--- src/rtl/uart_tx_scheduler.sv ---
// uart_tx_scheduler: round-robin arbiter that shares one UART
// transmitter among NUM_REQ requesters, with a WAIT timeout.
module uart_tx_scheduler #(
  parameter int NUM_REQ        = 4,
  parameter int DATA_WIDTH     = 8,
  parameter int TIMEOUT_CYCLES = 4096,
  localparam int IW            = $clog2(NUM_REQ)
) (
  input  logic                          clk,
  input  logic                          rst,
  input  logic [NUM_REQ-1:0]            req_valid,
  input  logic [NUM_REQ*DATA_WIDTH-1:0] req_data,
  output logic [NUM_REQ-1:0]            req_ready,
  output logic [NUM_REQ-1:0]            req_done,
  output logic                          tx_start,
  output logic [DATA_WIDTH-1:0]         tx_data,
  input  logic                          tx_done,
  output logic                          busy,
  output logic [IW-1:0]                 grant_idx,
  output logic                          timeout_err
);

  typedef enum logic [1:0] {
    S_IDLE,
    S_START,
    S_WAIT
  } state_t;

  localparam logic [15:0] TMAX = 16'(TIMEOUT_CYCLES - 1);

  state_t                  state;
  logic [IW-1:0]           ptr;
  logic [IW-1:0]           winner;
  logic [IW-1:0]           scan;
  logic                    found;
  logic [15:0]             cnt;
  logic [DATA_WIDTH-1:0]   data_arr [NUM_REQ];

  for (genvar g = 0; g < NUM_REQ; g++) begin : g_unpack
    assign data_arr[g] = req_data[g*DATA_WIDTH +: DATA_WIDTH];
  end

  assign busy = (state != S_IDLE);

  // Round-robin search starting just after the pointer, with wrap.
  always_comb begin
    winner = '0;
    scan   = '0;
    found  = 1'b0;
    for (int k = 1; k <= NUM_REQ; k++) begin
      scan = IW'((int'(ptr) + k) % NUM_REQ);
      if (!found && req_valid[scan]) begin
        found  = 1'b1;
        winner = scan;
      end
    end
  end

  // Only the winner sees ready, and only while idle and out of reset.
  always_comb begin
    req_ready = '0;
    if (state == S_IDLE && !rst && found)
      req_ready[winner] = 1'b1;
  end

  // Scheduler FSM with registered start/done/timeout pulses.
  always_ff @(posedge clk) begin
    if (rst) begin
      state       <= S_IDLE;
      tx_start    <= 1'b0;
      tx_data     <= '0;
      req_done    <= '0;
      timeout_err <= 1'b0;
      grant_idx   <= '0;
      ptr         <= IW'(NUM_REQ - 1);
      cnt         <= '0;
    end else begin
      tx_start    <= 1'b0;
      req_done    <= '0;
      timeout_err <= 1'b0;
      unique case (state)
        S_IDLE: begin
          if (found) begin
            tx_data   <= data_arr[winner];
            grant_idx <= winner;
            tx_start  <= 1'b1;
            state     <= S_START;
          end
        end
        S_START: begin
          cnt   <= '0;
          state <= S_WAIT;
        end
        S_WAIT: begin
          if (tx_done) begin
            req_done[grant_idx] <= 1'b1;
            ptr                 <= grant_idx;
            state               <= S_IDLE;
          end else if (cnt == TMAX) begin
            timeout_err <= 1'b1;
            ptr         <= grant_idx;
            state       <= S_IDLE;
          end else begin
            cnt <= cnt + 16'd1;
          end
        end
        default: state <= S_IDLE;
      endcase
    end
  end

endmodule

--- config.mk ---
export PLATFORM = sky130hd
export DESIGN_NAME = uart_tx_scheduler
export DESIGN_NICKNAME = d
export VERILOG_FILES = /design/src/rtl/uart_tx_scheduler.sv
export SDC_FILE = /design/constraint.sdc
export NUM_CORES = 1
export LEC_CHECK = 0
export BUFFER_PORTS_ARGS = -buffer_cell sky130_fd_sc_hd__buf_2
export CORE_MARGIN = 4
export CORE_UTILIZATION = 39
export DETAILED_ROUTE_END_ITERATION = 8
export REMOVE_ABC_BUFFERS = 1
export SYNTH_ARGS = -nofsm -noshare
export SYNTH_HDL_FRONTEND = slang
export SYNTH_SLANG_ARGS = --single-unit
--- constraint.sdc ---
create_clock -name clk -period 3 [get_ports clk]
set_input_delay 0.3 -clock clk [delete_from_list [all_inputs] [get_ports clk]]
set_output_delay 0.3 -clock clk [all_outputs]
set_load 0.03 [all_outputs]
==> results.json, run 1 <==
{
  "crit_type": "flip-flop to output pin",
  "setup-tns-final_ps": 0,
  "drive_gt1_frac": 0.305,
  "crit_chain": "and2b_1, o21a_1, nor3_2, buf_4, and3_1, buf_2",
  "synth_top_area_frac": 0.368,
  "cts.clk_slew.worst_paths_ps": 80,
  "startpoint_type": "flip-flop",
  "portBuffers": 59,
  "power_density_nw_per_um2": 488,
  "antenna_cells": 0,
  "syn_inst": 218,
  "finalCriticalPeriod_ps": 2390,
  "max_slew.worst_pin.slew_ps": 830,
  "die_height_um": 78.9,
  "worstSkewPairLatency_ps": 280,
  "gp_routability_congestion": 0.807,
  "syn_area_per_cell_um2": 8.99,
  "cts_tree": "done",
  "critPathMaxFanout": 9,
  "critPathMaxStageDelay_ps": 350,
  "grt_first_pass_wirelength_um": 7890,
  "ys_seq_area_frac": 0.368,
  "syn_area_um2": 1960,
  "endpoint_kind": "output pin",
  "ys_types": 54,
  "place_ws_ps": 753,
  "numCtsBuffers": 5,
  "worstHoldPathType": "input pin to flip-flop",
  "synth_area_leaders": "dfxtp_1, nor2_1, a221o_1, a21oi_1, mux2_1",
  "grt_pass1_vias": 1730,
  "die_area_um2": 6230,
  "p_total_w": 0.00118,
  "cts_buffer_depth": 2,
  "synth-edff-count": 0,
  "syn2layout_area_growth_pct": 23.5,
  "synth_seq_cells": 36,
  "totalWireLength_um": 4730,
  "core-area_um2": 4790,
  "drt_iter0_drc": 126,
  "cap_viol_max_count": 0,
  "ys.warnings.count": 0,
  "cts.htree.levels": 2,
  "io_pins": 60,
  "fin_nets": 318,
  "rsz0062_at_grt": "false",
  "finalMaxSlewViolations": 0,
  "wire_per_inst_um": 13.7,
  "required_ps": 2700,
  "hold_viol_final": 0,
  "antenna_left": 0,
  "cts.repair.resized": 0,
  "rows": 25,
  "fin_skew_ps": 7.51,
  "post_cts_buffers": 0,
  "finalSetupViolations": 0,
  "vias": 1846,
  "max_freq_mhz": 419,
  "cts_hold_buf": 0,
  "fin_crit_sh": 0.795,
  "grt_max_degree": 19,
  "ir_worst_vdd_v": 0.000334,
  "cp_data_arrival_time_ps": 2090,
  "synthArstFlopShare": 0,
  "start_util": 0.410,
  "yosysTopAreaCell": "dfxtp_1",
  "drc_errors": 0,
  "antenna_found_initial": 0,
  "place_hpwl_um": 3510,
  "root_buffer": "clkbuf_8",
  "track_usage": 0.155,
  "relSlewSlack": 0.441,
  "dieWidth_um": 78.9,
  "slowest_stage": "dfxtp_1",
  "vias_per_cell": 5.34,
  "synth_ff_type": "dfxtp_1",
  "leakage_nw": 1.07,
  "worst_hold_slack_ps": 341,
  "finalWorstSetupSlack_ps": 615,
  "first_pass_iters": 4,
  "status": "finished clean",
  "cts.sinks": 36,
  "grt-ovfl-total": 0
}
==> final timing paths <==
kind	depth (start not counted)	endpoint	slack, ps	startpoint
max reg2reg	6	tx_data[6]$_SDFFE_PP0P_	830	ptr[0]$_SDFFE_PP1P_
max	6	req_ready[2]	610	ptr[0]$_SDFFE_PP1P_
min reg2reg	1	tx_data[7]$_SDFFE_PP0P_	490	tx_data[7]$_SDFFE_PP0P_
min	3	tx_data[1]$_SDFFE_PP0P_	340	req_data[25]
==> metal layers <==
metal  share of wire  track usage
met4          0.0061       0.0361
met2            0.46        0.239
met1            0.48        0.219
met3           0.057       0.0374
met5               0            0
==> sequential cells by signal (all words and copies together) (netlist names) <==
register and count:
ptr 2, state 2, req_done 4, cnt 16, grant_idx 2, tx_start 1, timeout_err 1, tx_data 8
==> worst max-delay path, delay by kind of cell (launching register included) <==
| kind | cells | cell delay [ps] |
|---|---|---|
| buffers and inverters | 2 | 440 |
| AO/OA/AOI/OAI | 1 | 300 |
| AND/OR/NAND/NOR | 3 | 710 |
| flip-flops | 1 | 350 |
==> cell type report <==
cell class | count | area (µm²)
repair buffers | 61 | 310
multi-input cells | 172 | 1190
well taps | 67 | 83.8
clock buffers | 5 | 68.8
clock inverters | 3 | 42.5
fillers | 460 | 2360
flip-flops and latches | 36 | 721
inverters | 2 | 7.51
==> logic make-up after synthesis <==
family                   Yosys count  share of synthesized area
flip-flops                        36                      0.368
buffers and inverters             10                     0.0262
multiplexers                      11                     0.0613
AND/OR/NAND/NOR                   92                      0.284
AO/OA/AOI/OAI                     61                      0.223
adder cells (fa/ha/maj)            1                    0.00638
XOR/XNOR                           7                     0.0313
==> per-stage QoR <==
step	instance area, µm²	instances	util
final	2420	346	0.506
after detailed placement	2310	338	0.483
after floorplan	1920	210	-
after global placement	2310	338	0.483
after CTS	2420	346	0.506
after global routing	2420	346	0.506
==> cell usage in the layout, fill, tap and decap left out, types with 4 or more instances in the layout <==
cell type	n
and2_1	4
buf_2	59
o21ai_0	5
a21o_1	4
a211oi_1	6
xnor2_1	6
and3_1	7
clkbuf_8	5
nand4_1	8
nand3_1	5
nor2_1	25
nor3_1	6
o31ai_1	8
a221o_1	8
a21oi_1	14
mux2_1	6
dfxtp_1	36
nand2_1	8
==> Yosys cell counts (all sizes together), types with 4 or more instances <==
| master | count |
|---|---|
| o21ai | 7 |
| or3b | 4 |
| nor2 | 25 |
| nand4 | 9 |
| clkbuf | 5 |
| xnor2 | 6 |
| a211oi | 6 |
| a221o | 8 |
| nand2 | 8 |
| a21o | 4 |
| and3 | 7 |
| a21oi | 17 |
| nand3 | 6 |
| and2 | 4 |
| o31ai | 8 |
| nor4 | 4 |
| dfxtp | 36 |
| mux2 | 8 |
| nor3 | 7 |
==> power breakdown <==
group	switching [W]	internal (W)	total (W)
sequential	0.0000196	0.000503	0.000522
combinational	0.000148	0.0000901	0.000238
clock	0.000177	0.000246	0.000423
Note: power is estimated with default switching activity, not from simulation.
==> run 2: changes to the inputs <==
- PLACE_DENSITY: unset -> 0.66
- clock period: 3 -> 1.9 ns (I/O delays scaled with it)
==> run 2 against run 1 <==
Wire length increased by 14%. Global-route usage increased by 2.0 points. Critical path type is now flip-flop to flip-flop. Register-to-register slack got worse by 800 ps. Critical endpoint is now tx_data[1]$_SDFFE_PP0P_. Core utilization increased by 7.9 points.
==> results.json, run 2 (synthesized netlist as in run 1, its figures left out) <==
{
  "regArea_um2": 724,
  "cts_tree": "done",
  "vias_per_cell": 5.38,
  "totalWireLength_um": 5400,
  "critPathMaxFanout": 4,
  "grt_first_pass_wirelength_um": 8770,
  "final_cell_mix": "buf_2, dfxtp_1, buf_4",
  "start_util": 0.410,
  "worstHoldPathType": "input pin to flip-flop",
  "die_height_um": 78.9,
  "antenna_found_initial": 0,
  "largest_register_ffs": 16,
  "drt_iter0_drc": 109,
  "worst_hold_slack_ps": 96.3,
  "hold_viol_final": 0,
  "grt-ovfl-total": 0,
  "cts.htree.levels": 2,
  "numCtsBuffers": 5,
  "leakage_nw": 1.27,
  "cp_data_arrival_time_ps": 2060,
  "cts.sinks": 36,
  "fin_crit_sh": 0.985,
  "startpoint_type": "flip-flop",
  "die_area_um2": 6230,
  "endpoint_kind": "flip-flop",
  "final_common_cell": "buf_2",
  "fin_nets": 349,
  "required_ps": 2090,
  "gp_routability_congestion": 0.828,
  "relSlewSlack": 0.333,
  "power_density_nw_per_um2": 713,
  "wire_per_inst_um": 14.3,
  "ir_worst_vdd_v": 0.000318,
  "fillers": 424,
  "finalCriticalPeriod_ps": 1870,
  "syn2layout_area_growth_pct": 42.9,
  "rows": 25,
  "setup-tns-final_ps": 0,
  "max_slew.worst_pin.slew_ps": 990,
  "worstSkewPairLatency_ps": 300,
  "cts_hold_buf": 0,
  "cts_buffer_depth": 2,
  "track_usage": 0.175,
  "grt_max_degree": 18,
  "dieWidth_um": 78.9,
  "portBuffers": 59,
  "multi_input_area_um2": 1280,
  "cts.clk_slew.worst_paths_ps": 80,
  "root_buffer": "clkbuf_8",
  "io_pins": 60,
  "first_pass_iters": 4,
  "place_hpwl_um": 3910,
  "finalSetupViolations": 0,
  "placedCellCount": 363,
  "status": "finished clean",
  "fin_skew_ps": 10.9,
  "drc_errors": 0,
  "final_cells": 377,
  "grt_pass1_vias": 1935,
  "largest_register": "cnt",
  "drive_gt1_frac": 0.445,
  "vias": 2029,
  "antenna_left": 0,
  "antenna_cells": 0,
  "cap_viol_max_count": 0,
  "crit_type": "flip-flop to flip-flop",
  "finalMaxSlewViolations": 0,
  "core-area_um2": 4790,
  "rsz0062_at_grt": "true",
  "max_freq_mhz": 534,
  "reg_top3": "cnt: 16 flops, tx_data: 8 flops, req_done: 4 flops"
}
-- run 2: path summary, 6_finish.rpt --
kind         slack (ps)                    start  cells after the start                 endpoint
max                  30      ptr[0]$_SDFFE_PP1P_                      7  tx_data[1]$_SDFFE_PP0P_
min                 100                      rst                      2    state[0]$_SDFFE_PP0P_
max reg2reg          30      ptr[0]$_SDFFE_PP1P_                      7  tx_data[1]$_SDFFE_PP0P_
min reg2reg         490  tx_data[2]$_SDFFE_PP0P_                      1  tx_data[2]$_SDFFE_PP0P_
-- run 2: per-layer routing --
metal  vias to the layer above  track usage  wire, µm
met4                         0       0.0687        90
met1                       942        0.230      2470
li1                       1012            -         -
met2                        65        0.275      2510
met5                         -            0         0
met3                        10       0.0465       335
-- run 2: worst max-delay path, stage by stage, from the launching register on --
cell,delay (ps)
dfxtp_2,340
and2b_1,190
o21a_1,210
nor3_2,150
buf_4,190
buf_12,120
mux2_4,300
a221o_1,280
-- run 2: stage by stage --
stage	utilization	setup WS (ps)	cell area (µm²)	power (W)
after global placement	0.522	30.5	2500	0.00125
after global routing	0.586	-53.1	2800	0.00208
after detailed placement	0.522	7.74	2500	0.00126
final	0.586	27.8	2800	0.00200
after CTS	0.567	-21.9	2710	0.00199
after floorplan	-	-254	1920	0.00108
-- run 2: layout make-up --
cell class / count / share of cell area
Clock buffer: 5 / 0.0246
Multi-Input combinational cell: 172 / 0.458
Tap cell: 67 / 0.0299
Timing Repair Buffer: 92 / 0.211
Sequential cell: 36 / 0.258
Inverter: 2 / 0.00268
Clock inverter: 3 / 0.0152
-- run 2: what timing repair did --
item	4_1_cts	5_1_grt
pin swaps	4	6
setup endpoints to repair	5	24
gates resized for setup	19	21
buffers inserted	4	2
-- run 2: where the power goes --
part           total (W)  switching [W]  leakage [nW]  internal (W)
Clock           0.000687       0.000298        0.0541      0.000388
Combinational   0.000485       0.000270         0.920      0.000216
Sequential      0.000825      0.0000303         0.292      0.000795
==> run 3: changes to the inputs <==
- PLACE_DENSITY: 0.66 -> unset
- clock period: 1.9 -> 2.4 ns (I/O delays scaled with it)
==> run 3 against run 2 <==
Design area fell by 13%. Clock-buffer cell count rose by 1. Global-route usage fell by 1.3 points. Largest power group unchanged. Clock power fell by 34%. Die area stayed put.
==> results.json, run 3 (synthesized netlist as in run 1, its figures left out) <==
{
  "status": "finished clean",
  "relSlewSlack": 0.510,
  "grt_pass1_vias": 1704,
  "cts_hold_buf": 0,
  "portBuffers": 59,
  "cap_viol_max_count": 0,
  "vias": 1866,
  "grt_first_pass_wirelength_um": 8110,
  "place_ws_ps": 341,
  "hold_viol_final": 0,
  "reg_top3": "cnt: 16 flops, tx_data: 8 flops, req_done: 4 flops",
  "whs_endpoint": "state[0]$_SDFFE_PP0P_",
  "crit_chain": "or2_2, nor3_1, o21ai_1, nor2_1, buf_2",
  "start_util": 0.410,
  "top_layer": "met4",
  "gp_routability_congestion": 0.790,
  "io_pins": 60,
  "place_hpwl_um": 3630,
  "met3_wirelength_um": 320,
  "power_density_nw_per_um2": 578,
  "critPathMaxFanout": 10,
  "finalMaxSlewViolations": 0,
  "wire_per_inst_um": 14.1,
  "fin_skew_ps": 6.84,
  "drc_errors": 0,
  "cts.clk_slew.worst_paths_ps": 80,
  "antenna_found_initial": 0,
  "post_cts_buffers": 0,
  "critPathMaxStageDelay_ps": 350,
  "cts_buffer_depth": 2,
  "core-area_um2": 4790,
  "hold_start": "rst",
  "r2r_cells": 6,
  "cts.sinks": 36,
  "largest_register": "cnt",
  "timing.rr.start": "ptr[0]$_SDFFE_PP1P_",
  "fillers": 460,
  "endpoint_kind": "output pin",
  "die_area_um2": 6230,
  "wl_met2_um": 2210,
  "cts_tree": "done",
  "max_freq_mhz": 445,
  "cp_top_family": "simple AND/OR/NAND/NOR gates",
  "rows": 25,
  "dieWidth_um": 78.9,
  "slowest_stage": "dfxtp_1",
  "antenna_cells": 0,
  "cp.depth": 5,
  "final_common_cell": "buf_2",
  "final_cell_mix": "buf_2, dfxtp_1, nor2_1",
  "track_usage": 0.163,
  "cts.htree.levels": 2,
  "max_slew.worst_pin.slew_ps": 730,
  "vias_per_cell": 5.32,
  "fin_util": 0.510,
  "critPathBufInv": 1,
  "fin_nets": 323,
  "finalWorstSetupSlack_ps": 153,
  "numCtsBuffers": 5,
  "finalSetupViolations": 0,
  "grt_max_degree": 18,
  "grt-ovfl-total": 0,
  "setup-tns-final_ps": 0,
  "antenna_left": 0,
  "fin_crit_sh": 0.936,
  "cp_data_arrival_time_ps": 2010,
  "root_buffer": "clkbuf_8",
  "wl_met1_um": 2370,
  "worstHoldPathType": "input pin to flip-flop",
  "die_height_um": 78.9,
  "reg2reg_slack_ps": 360,
  "startpoint_type": "flip-flop",
  "syn2layout_area_growth_pct": 24.6,
  "drt_iter0_drc": 98,
  "required_ps": 2160,
  "ir_worst_vdd_v": 0.000292,
  "leakage_nw": 1.09,
  "whs_path_depth": 2,
  "drive_gt1_frac": 0.320,
  "worstSkewPairLatency_ps": 290,
  "rr_endpoint": "tx_data[4]$_SDFFE_PP0P_",
  "finalCriticalPeriod_ps": 2250,
  "largest_register_ffs": 16,
  "totalWireLength_um": 4970,
  "first_pass_iters": 4,
  "rsz0062_at_grt": "false",
  "crit_type": "flip-flop to output pin"
}
## run 3: through the flow
| step | std cells | hold slack (ps) | instance area (µm²) | total power (W) |
|---|---|---|---|---|
| 2_1_floorplan | 210 | 309 | 1920 | 0.000858 |
| 3_3_place_gp | 343 | 470 | 2350 | 0.000975 |
| 3_5_place_dp | 343 | 467 | 2350 | 0.000973 |
| 4_1_cts | 351 | 160 | 2440 | 0.00143 |
| 5_1_grt | 351 | 174 | 2440 | 0.00149 |
| 6_report | 351 | 166 | 2440 | 0.00141 |
## run 3: area by class of cell
class / instances / area [µm²] / area share
inverter: 2 / 7.51 / 0.00307
sequential: 36 / 721 / 0.295
clock buffer: 6 / 82.6 / 0.0338
multi-input combinational: 172 / 1190 / 0.487
timing repair buffer: 66 / 348 / 0.142
clock inverter: 2 / 10.0 / 0.00410
tap: 67 / 83.8 / 0.0343
## run 3: report_power, final
group	internal (W)	switching, W	total, W	leakage, nW
clock network	0.000229	0.000221	0.000450	0.0510
logic	0.000119	0.000189	0.000308	0.751
registers	0.000628	0.0000241	0.000653	0.293
total	0.000977	0.000434	0.00141	1.09
## run 3: how the worst max path moves through the flow
stage                               start                      end
detailed placement           req_valid[3]  tx_data[1]$_SDFFE_PP0P_
CTS                 state[1]$_SDFFE_PP0P_             req_ready[3]
global route        state[1]$_SDFFE_PP0P_             req_ready[1]
floorplan             ptr[0]$_SDFFE_PP1P_  tx_data[2]$_SDFFE_PP0P_
global placement             req_valid[3]  tx_data[6]$_SDFFE_PP0P_
finish              state[0]$_SDFFE_PP0P_             req_ready[1]
## run 3: per-layer routing
metal | vias to the layer above | GRT usage
met5 | - | 0
met4 | 0 | 0.0601
met3 | 5 | 0.0363
met2 | 50 | 0.234
met1 | 847 | 0.235
li1 | 964 | -
## run 3: timing repair
| item | in CTS | in global routing |
|---|---|---|
| hold endpoints to repair | 0 | 0 |
| resized for setup | 0 | 1 |
| endpoints found under the setup margin | 0 | 1 |
